## src/rtl/ysyx_25040109_axi_arb2_pkg.sv

```systemverilog
// Shared encodings for the two-master AXI arbiter: FSM states, owner tags,
// and AXI response codes.
package ysyx_25040109_axi_arb2_pkg;

  typedef enum logic [1:0] {
    RD_IDLE = 2'd0,
    RD_ADDR = 2'd1,
    RD_DATA = 2'd2
  } rd_state_t;

  typedef enum logic [1:0] {
    WR_IDLE = 2'd0,
    WR_FWD  = 2'd1,
    WR_RESP = 2'd2
  } wr_state_t;

  // Owner tag carried in the top ID bit downstream
  localparam logic OWN_IFU = 1'b0;
  localparam logic OWN_LSU = 1'b1;

  localparam logic [1:0] OKAY   = 2'b00;
  localparam logic [1:0] SLVERR = 2'b10;

endpackage

```

## src/rtl/ysyx_25040109_rr_arb2.sv

```systemverilog
// Two-input round-robin picker. On a tie the pointer decides; the pointer
// moves away from whichever input was granted when advance is pulsed.
module ysyx_25040109_rr_arb2 (
  input  logic       clock,
  input  logic       reset,
  input  logic [1:0] req,
  input  logic       advance,
  output logic [1:0] grant
);

  logic ptr;  // input favoured on a tie

  // Single requester wins outright; a tie goes to the favoured input
  always_comb begin
    grant = req;
    if (req == 2'b11) grant = ptr ? 2'b10 : 2'b01;
  end

  // After a grant, favour the input that did not win
  always_ff @(posedge clock or posedge reset) begin
    if (reset)        ptr <= 1'b0;
    else if (advance) ptr <= grant[0];
  end

endmodule

```

## src/rtl/ysyx_25040109_axi_arb2.sv

```systemverilog
// Two-master AXI4 arbiter in front of the single-port memory queue.
// m0 = instruction fetch (read only), m1 = load/store (read + write).
// One read and one write may be outstanding downstream at a time; the top
// ID bit downstream tags the owner, and the original ID is restored upstream.
module ysyx_25040109_axi_arb2
  import ysyx_25040109_axi_arb2_pkg::*;
#(
  parameter int AW  = 32,
  parameter int DW  = 32,
  parameter int IDW = 4
) (
  input  logic            clock,
  input  logic            reset,
  // master 0 read
  input  logic            m0_arvalid,
  output logic            m0_arready,
  input  logic [AW-1:0]   m0_araddr,
  input  logic [IDW-1:0]  m0_arid,
  input  logic [7:0]      m0_arlen,
  input  logic [2:0]      m0_arsize,
  input  logic [1:0]      m0_arburst,
  output logic            m0_rvalid,
  input  logic            m0_rready,
  output logic [DW-1:0]   m0_rdata,
  output logic [1:0]      m0_rresp,
  output logic [IDW-1:0]  m0_rid,
  output logic            m0_rlast,
  // master 1 read
  input  logic            m1_arvalid,
  output logic            m1_arready,
  input  logic [AW-1:0]   m1_araddr,
  input  logic [IDW-1:0]  m1_arid,
  input  logic [7:0]      m1_arlen,
  input  logic [2:0]      m1_arsize,
  input  logic [1:0]      m1_arburst,
  output logic            m1_rvalid,
  input  logic            m1_rready,
  output logic [DW-1:0]   m1_rdata,
  output logic [1:0]      m1_rresp,
  output logic [IDW-1:0]  m1_rid,
  output logic            m1_rlast,
  // master 1 write
  input  logic            m1_awvalid,
  output logic            m1_awready,
  input  logic [AW-1:0]   m1_awaddr,
  input  logic [IDW-1:0]  m1_awid,
  input  logic [7:0]      m1_awlen,
  input  logic [2:0]      m1_awsize,
  input  logic [1:0]      m1_awburst,
  input  logic            m1_wvalid,
  output logic            m1_wready,
  input  logic [DW-1:0]   m1_wdata,
  input  logic [DW/8-1:0] m1_wstrb,
  input  logic            m1_wlast,
  output logic            m1_bvalid,
  input  logic            m1_bready,
  output logic [1:0]      m1_bresp,
  output logic [IDW-1:0]  m1_bid,
  // downstream
  output logic            s_arvalid,
  input  logic            s_arready,
  output logic [AW-1:0]   s_araddr,
  output logic [IDW-1:0]  s_arid,
  output logic [7:0]      s_arlen,
  output logic [2:0]      s_arsize,
  output logic [1:0]      s_arburst,
  input  logic            s_rvalid,
  output logic            s_rready,
  input  logic [DW-1:0]   s_rdata,
  input  logic [1:0]      s_rresp,
  input  logic [IDW-1:0]  s_rid,
  input  logic            s_rlast,
  output logic            s_awvalid,
  input  logic            s_awready,
  output logic [AW-1:0]   s_awaddr,
  output logic [IDW-1:0]  s_awid,
  output logic [7:0]      s_awlen,
  output logic [2:0]      s_awsize,
  output logic [1:0]      s_awburst,
  output logic            s_wvalid,
  input  logic            s_wready,
  output logic [DW-1:0]   s_wdata,
  output logic [DW/8-1:0] s_wstrb,
  output logic            s_wlast,
  input  logic            s_bvalid,
  output logic            s_bready,
  input  logic [1:0]      s_bresp,
  input  logic [IDW-1:0]  s_bid
);

  // ---------------------------------------------------------------- read
  rd_state_t      rd_state, rd_next;
  logic           owner;
  logic [AW-1:0]  ar_addr;
  logic [7:0]     ar_len;
  logic [2:0]     ar_size;
  logic [1:0]     ar_burst;
  logic [IDW-1:0] ar_id;
  logic [1:0]     ar_grant;
  logic           ar_take, rd_done, rd_addr, rd_data, to_m0, to_m1;

  // Downstream IDs only carry our own tag back; steering uses the FSM owner
  logic unused_ids;
  assign unused_ids = ^{s_rid, s_bid};

  ysyx_25040109_rr_arb2 u_rr (
    .clock   (clock),
    .reset   (reset),
    .req     ({m1_arvalid, m0_arvalid}),
    .advance (ar_take),
    .grant   (ar_grant)
  );

  assign ar_take    = ~reset && (rd_state == RD_IDLE) && (|ar_grant);
  assign m0_arready = ar_take & ar_grant[0];
  assign m1_arready = ar_take & ar_grant[1];

  assign rd_addr = (rd_state == RD_ADDR);
  assign rd_data = (rd_state == RD_DATA);
  assign to_m0   = rd_data && (owner == OWN_IFU);
  assign to_m1   = rd_data && (owner == OWN_LSU);
  assign rd_done = rd_data && s_rvalid && s_rready && s_rlast;

  // Read state register
  always_ff @(posedge clock or posedge reset) begin
    if (reset) rd_state <= RD_IDLE;
    else       rd_state <= rd_next;
  end

  // Read next-state: grant -> address -> data until the last beat
  always_comb begin
    rd_next = rd_state;
    case (rd_state)
      RD_IDLE: if (ar_take)   rd_next = RD_ADDR;
      RD_ADDR: if (s_arready) rd_next = RD_DATA;
      RD_DATA: if (rd_done)   rd_next = RD_IDLE;
      default:                rd_next = RD_IDLE;
    endcase
  end

  // Capture the winning master's request and remember who owns it
  always_ff @(posedge clock or posedge reset) begin
    if (reset) begin
      owner    <= OWN_IFU;
      ar_addr  <= '0;
      ar_len   <= '0;
      ar_size  <= '0;
      ar_burst <= '0;
      ar_id    <= '0;
    end else if (ar_take) begin
      owner    <= ar_grant[1];
      ar_addr  <= ar_grant[1] ? m1_araddr  : m0_araddr;
      ar_len   <= ar_grant[1] ? m1_arlen   : m0_arlen;
      ar_size  <= ar_grant[1] ? m1_arsize  : m0_arsize;
      ar_burst <= ar_grant[1] ? m1_arburst : m0_arburst;
      ar_id    <= ar_grant[1] ? m1_arid    : m0_arid;
    end
  end

  assign s_arvalid = rd_addr;
  assign s_araddr  = rd_addr ? ar_addr  : '0;
  assign s_arlen   = rd_addr ? ar_len   : '0;
  assign s_arsize  = rd_addr ? ar_size  : '0;
  assign s_arburst = rd_addr ? ar_burst : '0;
  assign s_arid    = rd_addr ? {owner, ar_id[IDW-2:0]} : '0;

  // R routed only to the owner; everything else reads as zero
  assign m0_rvalid = to_m0 & s_rvalid;
  assign m0_rdata  = to_m0 ? s_rdata : '0;
  assign m0_rresp  = to_m0 ? s_rresp : OKAY;
  assign m0_rid    = to_m0 ? ar_id   : '0;
  assign m0_rlast  = to_m0 & s_rlast;
  assign m1_rvalid = to_m1 & s_rvalid;
  assign m1_rdata  = to_m1 ? s_rdata : '0;
  assign m1_rresp  = to_m1 ? s_rresp : OKAY;
  assign m1_rid    = to_m1 ? ar_id   : '0;
  assign m1_rlast  = to_m1 & s_rlast;
  assign s_rready  = (to_m0 & m0_rready) | (to_m1 & m1_rready);

  // --------------------------------------------------------------- write
  wr_state_t      wr_state, wr_next;
  logic [AW-1:0]  aw_addr;
  logic [7:0]     aw_len;
  logic [2:0]     aw_size;
  logic [1:0]     aw_burst;
  logic [IDW-1:0] aw_id;
  logic           aw_pend, w_done, aw_take, w_ok, w_last_hs, fwd_done, wr_resp;

  assign aw_take    = ~reset && (wr_state == WR_IDLE) && m1_awvalid;
  assign m1_awready = aw_take;
  assign wr_resp    = (wr_state == WR_RESP);

  // W is only opened once AW is latched, and closes after the wlast beat
  assign w_ok      = (wr_state == WR_FWD) && !w_done;
  assign s_wvalid  = w_ok & m1_wvalid;
  assign m1_wready = w_ok & s_wready;
  assign s_wdata   = w_ok ? m1_wdata : '0;
  assign s_wstrb   = w_ok ? m1_wstrb : '0;
  assign s_wlast   = w_ok & m1_wlast;
  assign w_last_hs = s_wvalid & s_wready & m1_wlast;

  // AW and the last W beat may finish in either order or together
  assign fwd_done = (wr_state == WR_FWD) && (!aw_pend || s_awready) &&
                    (w_done || w_last_hs);

  // Write state register
  always_ff @(posedge clock or posedge reset) begin
    if (reset) wr_state <= WR_IDLE;
    else       wr_state <= wr_next;
  end

  // Write next-state: accept AW -> forward AW/W -> wait for B
  always_comb begin
    wr_next = wr_state;
    case (wr_state)
      WR_IDLE: if (aw_take)               wr_next = WR_FWD;
      WR_FWD:  if (fwd_done)              wr_next = WR_RESP;
      WR_RESP: if (s_bvalid && m1_bready) wr_next = WR_IDLE;
      default:                            wr_next = WR_IDLE;
    endcase
  end

  // AW capture plus the two completion flags of the forward phase
  always_ff @(posedge clock or posedge reset) begin
    if (reset) begin
      aw_addr  <= '0;
      aw_len   <= '0;
      aw_size  <= '0;
      aw_burst <= '0;
      aw_id    <= '0;
      aw_pend  <= 1'b0;
      w_done   <= 1'b0;
    end else if (aw_take) begin
      aw_addr  <= m1_awaddr;
      aw_len   <= m1_awlen;
      aw_size  <= m1_awsize;
      aw_burst <= m1_awburst;
      aw_id    <= m1_awid;
      aw_pend  <= 1'b1;
      w_done   <= 1'b0;
    end else begin
      if (aw_pend && s_awready) aw_pend <= 1'b0;
      if (w_last_hs)            w_done  <= 1'b1;
    end
  end

  assign s_awvalid = aw_pend;
  assign s_awaddr  = aw_pend ? aw_addr  : '0;
  assign s_awlen   = aw_pend ? aw_len   : '0;
  assign s_awsize  = aw_pend ? aw_size  : '0;
  assign s_awburst = aw_pend ? aw_burst : '0;
  assign s_awid    = aw_pend ? {OWN_LSU, aw_id[IDW-2:0]} : '0;

  assign m1_bvalid = wr_resp & s_bvalid;
  assign m1_bresp  = wr_resp ? s_bresp : OKAY;
  assign m1_bid    = wr_resp ? aw_id   : '0;
  assign s_bready  = wr_resp & m1_bready;

endmodule

```

## config.mk

```make
export PLATFORM = sky130hd
export DESIGN_NAME = ysyx_25040109_axi_arb2
export DESIGN_NICKNAME = d
export VERILOG_FILES = /design/src/rtl/ysyx_25040109_axi_arb2_pkg.sv /design/src/rtl/ysyx_25040109_rr_arb2.sv /design/src/rtl/ysyx_25040109_axi_arb2.sv
export SDC_FILE = /design/constraint.sdc
export NUM_CORES = 1
export LEC_CHECK = 0
export ABC_AREA = 1
export ABC_CLOCK_PERIOD_IN_PS = 11100
export CORE_AREA = 2 2 183 185
export DETAILED_ROUTE_END_ITERATION = 12
export DIE_AREA = 0 0 185 187
export REMOVE_ABC_BUFFERS = 1
export SETUP_SLACK_MARGIN = 0.15
export SKIP_CTS_REPAIR_TIMING = 1
export SLEW_MARGIN = 20
export SYNTH_ARGS = -nofsm -noshare
export SYNTH_HDL_FRONTEND = slang
export SYNTH_SLANG_ARGS = --single-unit
```

## constraint.sdc

```tcl
create_clock -name clock -period 11.1 [get_ports clock]
set_clock_uncertainty 0.05 [all_clocks]
set_input_delay 1.665 -clock clock [delete_from_list [all_inputs] [get_ports clock]]
set_output_delay 1.665 -clock clock [all_outputs]
set_load 0.05 [all_outputs]
```

==> impl_results.md, run 1 <==
- Result of the run: finished, final reports clean
- Synth warn: 0
- Count of input and output buffers: 465
- Final setup violation count: 0
- Number of nets in the finished design: 1738
- Data required time at the worst endpoint: 9.39 ns
- Number of core rows: 67
- Clock tree from TritonCTS: built
- Remaining global-route overflow: 0
- Final Wtd Congestion: 0.8853
- Wirelength, routed: 28730 um
- Area of the placeable core: 32860 sq um
- Actual slew at the worst max-slew pin: 1.031 ns
- Clock latency on the worst-skew pair: 0.37 ns
- Top post-synthesis cells by count: sky130_fd_sc_hd__nand2_1 (357), sky130_fd_sc_hd__inv_1 (245), sky130_fd_sc_hd__nor2_1 (235), sky130_fd_sc_hd__dfrtp_1 (106), sky130_fd_sc_hd__o21ai_1 (49)
- Post-Route Setup TNS: 0 ns
- Floorplan die area: 34600 sq um
- Setup repair after global routing missed its margin: false
- Top flip-flop cell by instance count after synthesis: sky130_fd_sc_hd__dfrtp_1
- Fill cell count: 3528
- Initial standard-cell utilization of the core: 19.54%
- Final period demand of the worst path: 6.094 ns
- Global-route wire length before repair: 42530 um
- Maximum buffer depth of the clock tree: 2
- Hold Path Depth: 2
- FF+latch count, synth: 106
- Number of vias in the routed layout: 7451
- End point of the critical path: m1_awready
- Final Hold Vio Count: 0
- Logic depth of the worst register-to-register path: 4
- Cell taking the most area after synthesis: sky130_fd_sc_hd__dfrtp_1
- Die X-Extent: 185 um
- Area growth syn-to-layout: 83.30%
- Cell types occupying the most area after synthesis: sky130_fd_sc_hd__dfrtp_1 (41%), sky130_fd_sc_hd__nand2_1 (21%), sky130_fd_sc_hd__inv_1 (14%), sky130_fd_sc_hd__nor2_1 (14%), sky130_fd_sc_hd__o21ai_1 (3.8%)
- Worst Hold Class: register to register
- Part of the Yosys area used for sequential elements: 41.32%
- Most frequently used cell type in the post-synthesis netlist: sky130_fd_sc_hd__nand2_1
- Maximum achievable frequency: 164.1 MHz
- Number of iterations in the first detailed-routing pass: 5
- Clock buffer count from CTS: 9
- WHS: 0.4305 ns
- Static leakage: 6.049 nW
- Launch point of the critical path: reset
- Overall global routing resource usage: 16.24%
- Synth Cell Area: 6420 sq um
- Post-route cell area: 11770 sq um
- DR DRC count: 0
- Post-route ant nets: 0
- Maximum resistive drop on vdd: 0.09895 mV
- HPWL reported at the end of detailed placement: 21560 um
- Critical Path Start Type: input pin
- Fraction of post-synthesis cell area in the top cell type by area: 41.32%
- Crit path arrival time: 4.38 ns
- Violation count after the first detailed-routing iteration: 474
- Average cell area after synthesis: 6.034 sq um
- Total I/O pin count: 474
- Tightest slew margin relative to the limit: 31.17%
- Total power density per cell area: 229.3 nW/um^2
- Vias in the first global route: 7112
- Fraction of layout instances using a drive strength above 1: 2.200%
- Number of clock sinks: 106
- Crit path max fanout: 50
- Launch point of the worst reg-to-reg path: u_rr.ptr
- Via density per instance: 3.823
- Number of pins with negative max-slew slack in the final report: 0
- Type of destination of the critical path: output port
- Critical setup path kind: input pin to output port
- Height of the die: 187 um
- Worst reg2reg endpoint: ar_id[3]
- Clk root buf: sky130_fd_sc_hd__clkbuf_16
- Clock transition at the register clock pins on the worst setup and hold paths after CTS: 0.07 ns
- Instance count of the mapped netlist: 1064
- Clock H-tree levels: 3
- Largest net degree at the start of global routing: 99
- Dpl cell area: 11440 sq um
- Fraction of registers with async set/reset: 100.0%
- Register-to-register setup slack: 9.07 ns
- Final period util: 54.90%
- Unique masters post-synth: 17
- Antenna violations before repair: 1
- Post-detailed-route wirelength per cell: 14.74 um
- Number of enable-type register cells in the synthesized netlist: 0
- Max capacitance violation total: 0
-- registers in the layout, indices dropped and copies added (netlist names), 3 cells and up --
signal / cells
ar_addr: 32
aw_addr: 32
ar_len: 8
aw_len: 8
ar_id: 4
aw_id: 4
ar_size: 3
aw_size: 3
-- layout make-up --
cell class | instances | area [sq um] | area share [%]
antenna | 1 | 2.502 | 0.02127
inverter | 248 | 933.4 | 7.932
tap | 448 | 560.5 | 4.763
sequential | 106 | 2653 | 22.54
multi-input combinational | 657 | 2584 | 21.96
clock buffer | 10 | 239.0 | 2.031
clock inverter | 6 | 81.33 | 0.6911
timing repair buffer | 473 | 4715 | 40.06
-- logic make-up (layout without fill, tap and decap cells) --
logic type	after synthesis	after routing	synth area share, %
AND/OR/NAND/NOR	596	596	34.98
buffers and inverters	301	737	18.51
flip-flops	106	106	41.32
AO/OA/AOI/OAI	61	61	5.184
other	0	1	0
-- power by group --
part | switching, mW | internal, mW | leakage, nW
logic | 1.14 | 0.526 | 4.58
registers | 0.0995 | 0.571 | 1.31
clock network | 0.176 | 0.187 | 0.157
total | 1.41 | 1.28 | 6.05
-- worst min path at each step --
stage	from	endpoint	slack (ns)
6_report	aw_addr[12]	aw_addr[12]	0.43
5_1_grt	aw_addr[29]	aw_addr[29]	0.44
4_1_cts	aw_addr[3]	aw_addr[3]	0.44
3_5_place_dp	aw_addr[29]	aw_addr[29]	0.41
3_3_place_gp	aw_addr[10]	aw_addr[10]	0.41
2_1_floorplan	aw_addr[29]	aw_addr[29]	0.40
-- layer usage --
metal | up-vias | share of wire (%) | GRT usage [%]
li1 | 3836 | - | -
met1 | 3397 | 45 | 21.21
met3 | 23 | 4.9 | 3.252
met4 | 0 | 1.7 | 4.243
met5 | - | 0 | 0
met2 | 195 | 49 | 27.23
-- metrics by stage --
| stage | power, mW | util (%) | instances | worst slack, ns |
|---|---|---|---|---|
| 2_1_floorplan | 1.725 | - | 1011 | 2.676 |
| 6_report | 2.699 | 35.81 | 1949 | 5.007 |
| 4_1_cts | 2.729 | 35.80 | 1948 | 4.931 |
| 3_3_place_gp | 2.339 | 34.83 | 1932 | 4.936 |
| 3_5_place_dp | 2.350 | 34.83 | 1932 | 4.935 |
| 5_1_grt | 2.871 | 35.81 | 1949 | 4.788 |
-- critical path, stage by stage --
cell and delay [ns]:
sky130_fd_sc_hd__clkdlybuf4s50_1 0.45, sky130_fd_sc_hd__inv_4 0.51, sky130_fd_sc_hd__nand3_2 0.17, sky130_fd_sc_hd__inv_2 0.15, sky130_fd_sc_hd__buf_4 0.48, sky130_fd_sc_hd__clkdlybuf4s50_1 0.91
-- layout by cell type, fill, tap and decap left out, types with 2 or more instances in the layout --
| master | n |
|---|---|
| sky130_fd_sc_hd__o21ai_0 | 6 |
| sky130_fd_sc_hd__a21oi_1 | 2 |
| sky130_fd_sc_hd__nor2_1 | 235 |
| sky130_fd_sc_hd__inv_1 | 242 |
| sky130_fd_sc_hd__inv_6 | 3 |
| sky130_fd_sc_hd__inv_2 | 5 |
| sky130_fd_sc_hd__o21ai_1 | 49 |
| sky130_fd_sc_hd__clkdlybuf4s50_1 | 465 |
| sky130_fd_sc_hd__nand2_1 | 357 |
| sky130_fd_sc_hd__buf_4 | 8 |
| sky130_fd_sc_hd__o21bai_1 | 2 |
| sky130_fd_sc_hd__clkbuf_16 | 9 |
| sky130_fd_sc_hd__dfrtp_1 | 106 |
Power figures use the tool's default switching activity.
==> inputs of run 2 (changes only) <==
Settings changed: ABC_CLOCK_PERIOD_IN_PS 11100 to 5400.
Clock period 11.1 ns to 5.4 ns, I/O delays scaled along.
==> run 2 against run 1 <==
Against the previous run: largest cell class unchanged; global-route usage increased by 0.15 points; critical path depth decreased by 2; power increased by 100%.
==> impl_results.md, run 2 (synthesis results as in run 1) <==
- Result of the run: finished, final reports clean
- Number of core rows: 67 (unchanged)
- Max capacitance violation total: 0 (unchanged)
- Initial standard-cell utilization of the core: 19.54% (unchanged)
- Number of clock sinks: 106 (unchanged)
- Vias in the first global route: 7100 (-0.17%)
- Maximum resistive drop on vdd: 0.1888 mV (+91%)
- Static leakage: 6.044 nW (about the same)
- Final period demand of the worst path: 3.620 ns
- Number of nets in the finished design: 1738 (unchanged)
- Final period util: 67.04%
- Worst reg2reg endpoint: aw_addr[5]
- Type of destination of the critical path: output port
- Maximum buffer depth of the clock tree: 2 (unchanged)
- Final Hold Vio Count: 0 (unchanged)
- Critical setup path kind: input pin to output port
- Count of input and output buffers: 465 (unchanged)
- Crit path max fanout: 3 (-94%)
- Launch point of the worst reg-to-reg path: wr_state[0]
- Clock latency on the worst-skew pair: 0.36 ns (about the same)
- Via density per instance: 3.809 (-0.36%)
- Crit path arrival time: 2.76 ns (-1.62 ns)
- Remaining global-route overflow: 0 (unchanged)
- Final Wtd Congestion: 0.8579 (-3.1%)
- Origin of the worst min-delay path: aw_len[7]
- Post-route cell area: 11760 sq um (about the same)
- Largest net degree at the start of global routing: 99 (unchanged)
- Die X-Extent: 185 um (unchanged)
- Global-route wire length before repair: 42970 um (+1.0%)
- End point of the most critical hold path: aw_len[7]
- Commonest non-fill, non-tap cells in the layout: sky130_fd_sc_hd__clkdlybuf4s50_1 (464), sky130_fd_sc_hd__nand2_1 (357), sky130_fd_sc_hd__inv_1 (241)
- Number of vias in the routed layout: 7420 (-0.42%)
- Clock H-tree levels: 3 (unchanged)
- Area of the multi-input gates: 2584 sq um (unchanged)
- Floorplan die area: 34600 sq um (unchanged)
- # diodes: 0 (-1)
- Clock transition at the register clock pins on the worst setup and hold paths after CTS: 0.08 ns (about the same)
- Logic depth of the worst register-to-register path: 7 (+3)
- Clock tree from TritonCTS: built
- Height of the die: 187 um (unchanged)
- Total I/O pin count: 474 (unchanged)
- Post-detailed-route wirelength per cell: 14.72 um (-0.11%)
- Total power: 5.510 mW (+100%)
- Area of the placeable core: 32860 sq um (unchanged)
- DR DRC count: 0 (unchanged)
- Clock buffer count from CTS: 9 (unchanged)
- Registers with the most flip-flops: ar_addr (32), aw_addr (32)
- Number of pins with negative max-slew slack in the final report: 0 (unchanged)
- Sequential cell area in the final layout: 2653 sq um (unchanged)
- Setup repair after global routing missed its margin: false
- Fill cell count: 3548 (+0.57%)
- Tightest slew margin relative to the limit: 31.87% (+0.70 points)
- Area growth syn-to-layout: 83.18% (about the same)
- Maximum achievable frequency: 276.2 MHz
- Number of iterations in the first detailed-routing pass: 5 (unchanged)
- Hold Path Depth: 2 (unchanged)
- Violation count after the first detailed-routing iteration: 420 (-11%)
- Commonest non-fill, non-tap cell in the layout: sky130_fd_sc_hd__clkdlybuf4s50_1
- Antenna violations before repair: 0 (-1)
- Dpl cell area: 11450 sq um (about the same)
- Wirelength, routed: 28680 um (-0.16%)
- Worst Hold Class: register to register
- Fraction of layout instances using a drive strength above 1: 2.333% (+0.13 points)
- Clk root buf: sky130_fd_sc_hd__clkbuf_16
- Post-route ant nets: 0 (unchanged)
- Overall global routing resource usage: 16.39% (+0.15 points)
- Final setup violation count: 0 (unchanged)
- Register-to-register setup slack: 3.32 ns (-5.75 ns)
- Critical Path Start Type: input pin
- Data required time at the worst endpoint: 4.54 ns (-4.85 ns)
- HPWL reported at the end of detailed placement: 21850 um (+1.4%)
- Actual slew at the worst max-slew pin: 1.020 ns (-0.01051 ns)
- Total power density per cell area: 468.5 nW/um^2 (+100%)
-- run 2: per-stage QoR --
stage / std cells / utilization [%] / setup TNS (ns) / hold WS (ns) / setup slack [ns]
2_1_floorplan: 1011 / - / -38.97 / 0.3987 / -1.314
3_3_place_gp: 1932 / 34.86 / 0 / 0.4131 / 1.749
3_5_place_dp: 1932 / 34.86 / 0 / 0.4149 / 1.760
4_1_cts: 1948 / 35.79 / 0 / 0.4364 / 1.534
5_1_grt: 1948 / 35.79 / 0 / 0.4489 / 1.708
6_report: 1948 / 35.79 / 0 / 0.4335 / 1.780
-- run 2: how the worst max path moves through the flow --
stage                      startpoint           to  cells after the start
after floorplan                 reset   m1_awready                      3
after global placement          reset   m1_arready                      5
after detailed placement        reset   m1_arready                      5
after CTS                 wr_state[1]   s_wdata[7]                      6
after global routing        s_awvalid  s_awsize[2]                      4
final                      m1_arvalid   m1_arready                      4
-- run 2: worst max-delay path, stage by stage --
cell and delay [ns]:
sky130_fd_sc_hd__clkdlybuf4s50_1 0.63, sky130_fd_sc_hd__o21ai_4 0.10, sky130_fd_sc_hd__nor2_1 0.31, sky130_fd_sc_hd__clkdlybuf4s50_1 0.91
-- run 2: area by class of cell --
cell class              count  area share (%)
clock buffers               9           1.915
clock inverters             7          0.6809
inverters                 248           7.937
multi-input cells         657           21.97
flip-flops and latches    106           22.56
well taps                 448           4.766
repair buffers            473           40.17
-- run 2: where the power goes --
part	leakage, nW	switching (mW)	internal, mW
combinational	4.58	2.32	1.08
clock	0.146	0.373	0.334
sequential	1.31	0.223	1.17
total	6.04	2.92	2.59
-- run 2: metal layers --
layer	routed length (um)	part of all wire [%]	track usage, %	vias to the layer above
met5	0	0	0	-
met4	578	2.0	4.335	0
met3	1256	4.4	2.823	26
met2	13970	49	27.04	184
met1	12880	45	22.06	3366
li1	-	-	-	3844
==> inputs of run 3 (changes only) <==
Settings changed: ABC_CLOCK_PERIOD_IN_PS 5400 to 3530, CORE_AREA 2 2 183 185 to 2 2 186 188, DIE_AREA 0 0 185 187 to 0 0 188 190.
Clock period 5.4 ns to 3.53 ns, I/O delays scaled along.
==> run 3 against run 2 <==
Against the previous run: global-route usage fell by 0.69 points; cell area rose by 0.41%; register-to-register slack got worse by 1.7 ns; critical path type is now register to output port; critical endpoint is now s_arsize[0].
==> impl_results.md, run 3 (synthesis results as in run 1) <==
- Result of the run: finished, final reports clean
- Tightest slew margin relative to the limit: 31.36% (-0.51 points)
- Clock tree from TritonCTS: built
- Type of destination of the critical path: output port
- Total power: 8.485 mW (+54%)
- Final period demand of the worst path: 3.148 ns
- Clock latency on the worst-skew pair: 0.37 ns (about the same)
- Height of the die: 190 um (+1.6%)
- Data required time at the worst endpoint: 2.95 ns (-1.59 ns)
- Area of the placeable core: 33950 sq um (+3.3%)
- Final Hold Vio Count: 0 (unchanged)
- Crit path arrival time: 2.57 ns (-0.19 ns)
- End point of the most critical hold path: aw_addr[0]
- Global-route wire length before repair: 42720 um (-0.58%)
- Remaining global-route overflow: 0 (unchanged)
- Critical Path Start Type: register
- Register-to-register setup slack: 1.65 ns (-1.67 ns)
- Maximum buffer depth of the clock tree: 2 (unchanged)
- Clk root buf: sky130_fd_sc_hd__clkbuf_16
- Actual slew at the worst max-slew pin: 1.028 ns (+0.007653 ns)
- Largest net degree at the start of global routing: 79 (-20%)
- Wirelength, routed: 29210 um (+1.9%)
- Total I/O pin count: 474 (unchanged)
- Hold Path Depth: 2 (unchanged)
- Origin of the worst min-delay path: aw_addr[0]
- Commonest non-fill, non-tap cell in the layout: sky130_fd_sc_hd__clkdlybuf4s50_1
- Number of core rows: 68 (+1.5%)
- Initial standard-cell utilization of the core: 18.91% (-0.62 points)
- Via density per instance: 3.844 (+0.92%)
- Crit path max fanout: 50 (+47)
- Peak per-stage delay on the critical path: 0.90 ns (about the same)
- Clock transition at the register clock pins on the worst setup and hold paths after CTS: 0.08 ns (about the same)
- Launch point of the worst reg-to-reg path: wr_state[0]
- Final period util: 89.17%
- Crit path buf inv count: 2 (unchanged)
- CP most frequent cell: sky130_fd_sc_hd__nor2_1
- Maximum resistive drop on vdd: 0.3743 mV (+98%)
- Fill cell count: 3622 (+2.1%)
- Clock H-tree levels: 3 (unchanged)
- Static leakage: 6.074 nW (+0.50%)
- Post-route ant nets: 0 (unchanged)
- Number of nets in the finished design: 1741 (+0.17%)
- Fraction of layout instances using a drive strength above 1: 2.595% (+0.26 points)
- Die X-Extent: 188 um (+1.6%)
- Number of iterations in the first detailed-routing pass: 5 (unchanged)
- DR DRC count: 0 (unchanged)
- Violation count after the first detailed-routing iteration: 406 (-3.3%)
- Critical Path Stages: 4 (unchanged)
- Critical setup path kind: register to output port
- Number of vias in the routed layout: 7527 (+1.4%)
- Antenna violations before repair: 0 (unchanged)
- Post-detailed-route wirelength per cell: 14.92 um (+1.3%)
- Final setup violation count: 0 (unchanged)
- Top Family by Delay on Critical Path: buffers and inverters
- Area growth syn-to-layout: 83.94%
- HPWL reported at the end of detailed placement: 22230 um (+1.7%)
- Count of input and output buffers: 465 (unchanged)
- Number of pins with negative max-slew slack in the final report: 0 (unchanged)
- Setup repair after global routing missed its margin: false
- Logic depth of the worst register-to-register path: 6 (-1)
- Final Wtd Congestion: 0.8803 (+2.6%)
- Total power density per cell area: 718.6 nW/um^2 (+53%)
- Number of clock sinks: 106 (unchanged)
- Chain of cells forming the critical path: nor2_1 -> inv_2 -> nor2_1 -> clkdlybuf4s50_1
- Registers with the most flip-flops: ar_addr (32), aw_addr (32)
- Final worst setup slack: 0.3821 ns (-1.397 ns)
- Maximum achievable frequency: 317.7 MHz
- Worst reg2reg endpoint: aw_addr[7]
- Max capacitance violation total: 0 (unchanged)
- CP max-delay cell: sky130_fd_sc_hd__clkdlybuf4s50_1
- Overall global routing resource usage: 15.70% (-0.69 points)
- Vias in the first global route: 7006 (-1.3%)
- Worst Hold Class: register to register
- Setup WS pre-CTS: 0.5906 ns (-1.169 ns)
- Clock buffer count from CTS: 9 (unchanged)
- Commonest non-fill, non-tap cells in the layout: sky130_fd_sc_hd__clkdlybuf4s50_1 (462), sky130_fd_sc_hd__nand2_1 (357), sky130_fd_sc_hd__inv_1 (241)
- # diodes: 0 (unchanged)
- Floorplan die area: 35720 sq um (+3.3%)
==> run 3: power breakdown <==
part	total, mW	switching (mW)	internal, mW
sequential	2.12	0.321	1.80
clock	1.13	0.554	0.572
combinational	5.24	3.58	1.67
total	8.49	4.45	4.03
==> run 3: worst min-delay path: stages (launching register included) <==
cell                      delay, ns
sky130_fd_sc_hd__dfrtp_1       0.35
sky130_fd_sc_hd__nand2_1       0.05
sky130_fd_sc_hd__nand2_1       0.05
==> run 3: routing by layer <==
layer / routed length [um] / track usage, % / vias up
met1: 13420 / 21.71 / 3475
met3: 1214 / 2.656 / 18
met2: 14240 / 25.50 / 195
met5: 0 / 0 / -
li1: - / - / 3839
met4: 341 / 3.725 / 0
==> run 3: worst max-delay path by stage <==
stage                     start  slack (ns)     endpoint
finish              rd_state[1]        0.38  s_arsize[0]
global route        rd_state[1]        0.17  s_arsize[0]
detailed placement  wr_state[1]        0.59    m1_wready
floorplan                 reset       -2.62   m1_awready
CTS                 wr_state[1]        0.15    m1_wready
global placement    wr_state[1]        0.65  s_wdata[26]
==> run 3: layout make-up <==
cell class,instances,area [sq um],share of cell area (%)
well taps,455,569.3,4.821
clock buffers,10,229.0,1.939
repair buffers,476,4755,40.26
multi-input cells,657,2584,21.88
flip-flops and latches,106,2653,22.46
clock inverters,6,86.33,0.7311
inverters,248,933.4,7.904
==> run 3: metrics by stage <==
step / area (sq um) / hold slack [ns] / instances / TNS (ns) / utilization [%]
6_report: 11810 / 0.4349 / 1958 / 0 / 34.79
5_1_grt: 11810 / 0.4555 / 1958 / 0 / 34.79
4_1_cts: 11810 / 0.4374 / 1958 / 0 / 34.79
3_5_place_dp: 11490 / 0.4150 / 1942 / 0 / 33.86
3_3_place_gp: 11490 / 0.4133 / 1942 / 0 / 33.86
2_1_floorplan: 6162 / 0.3987 / 1011 / -193.47 / -
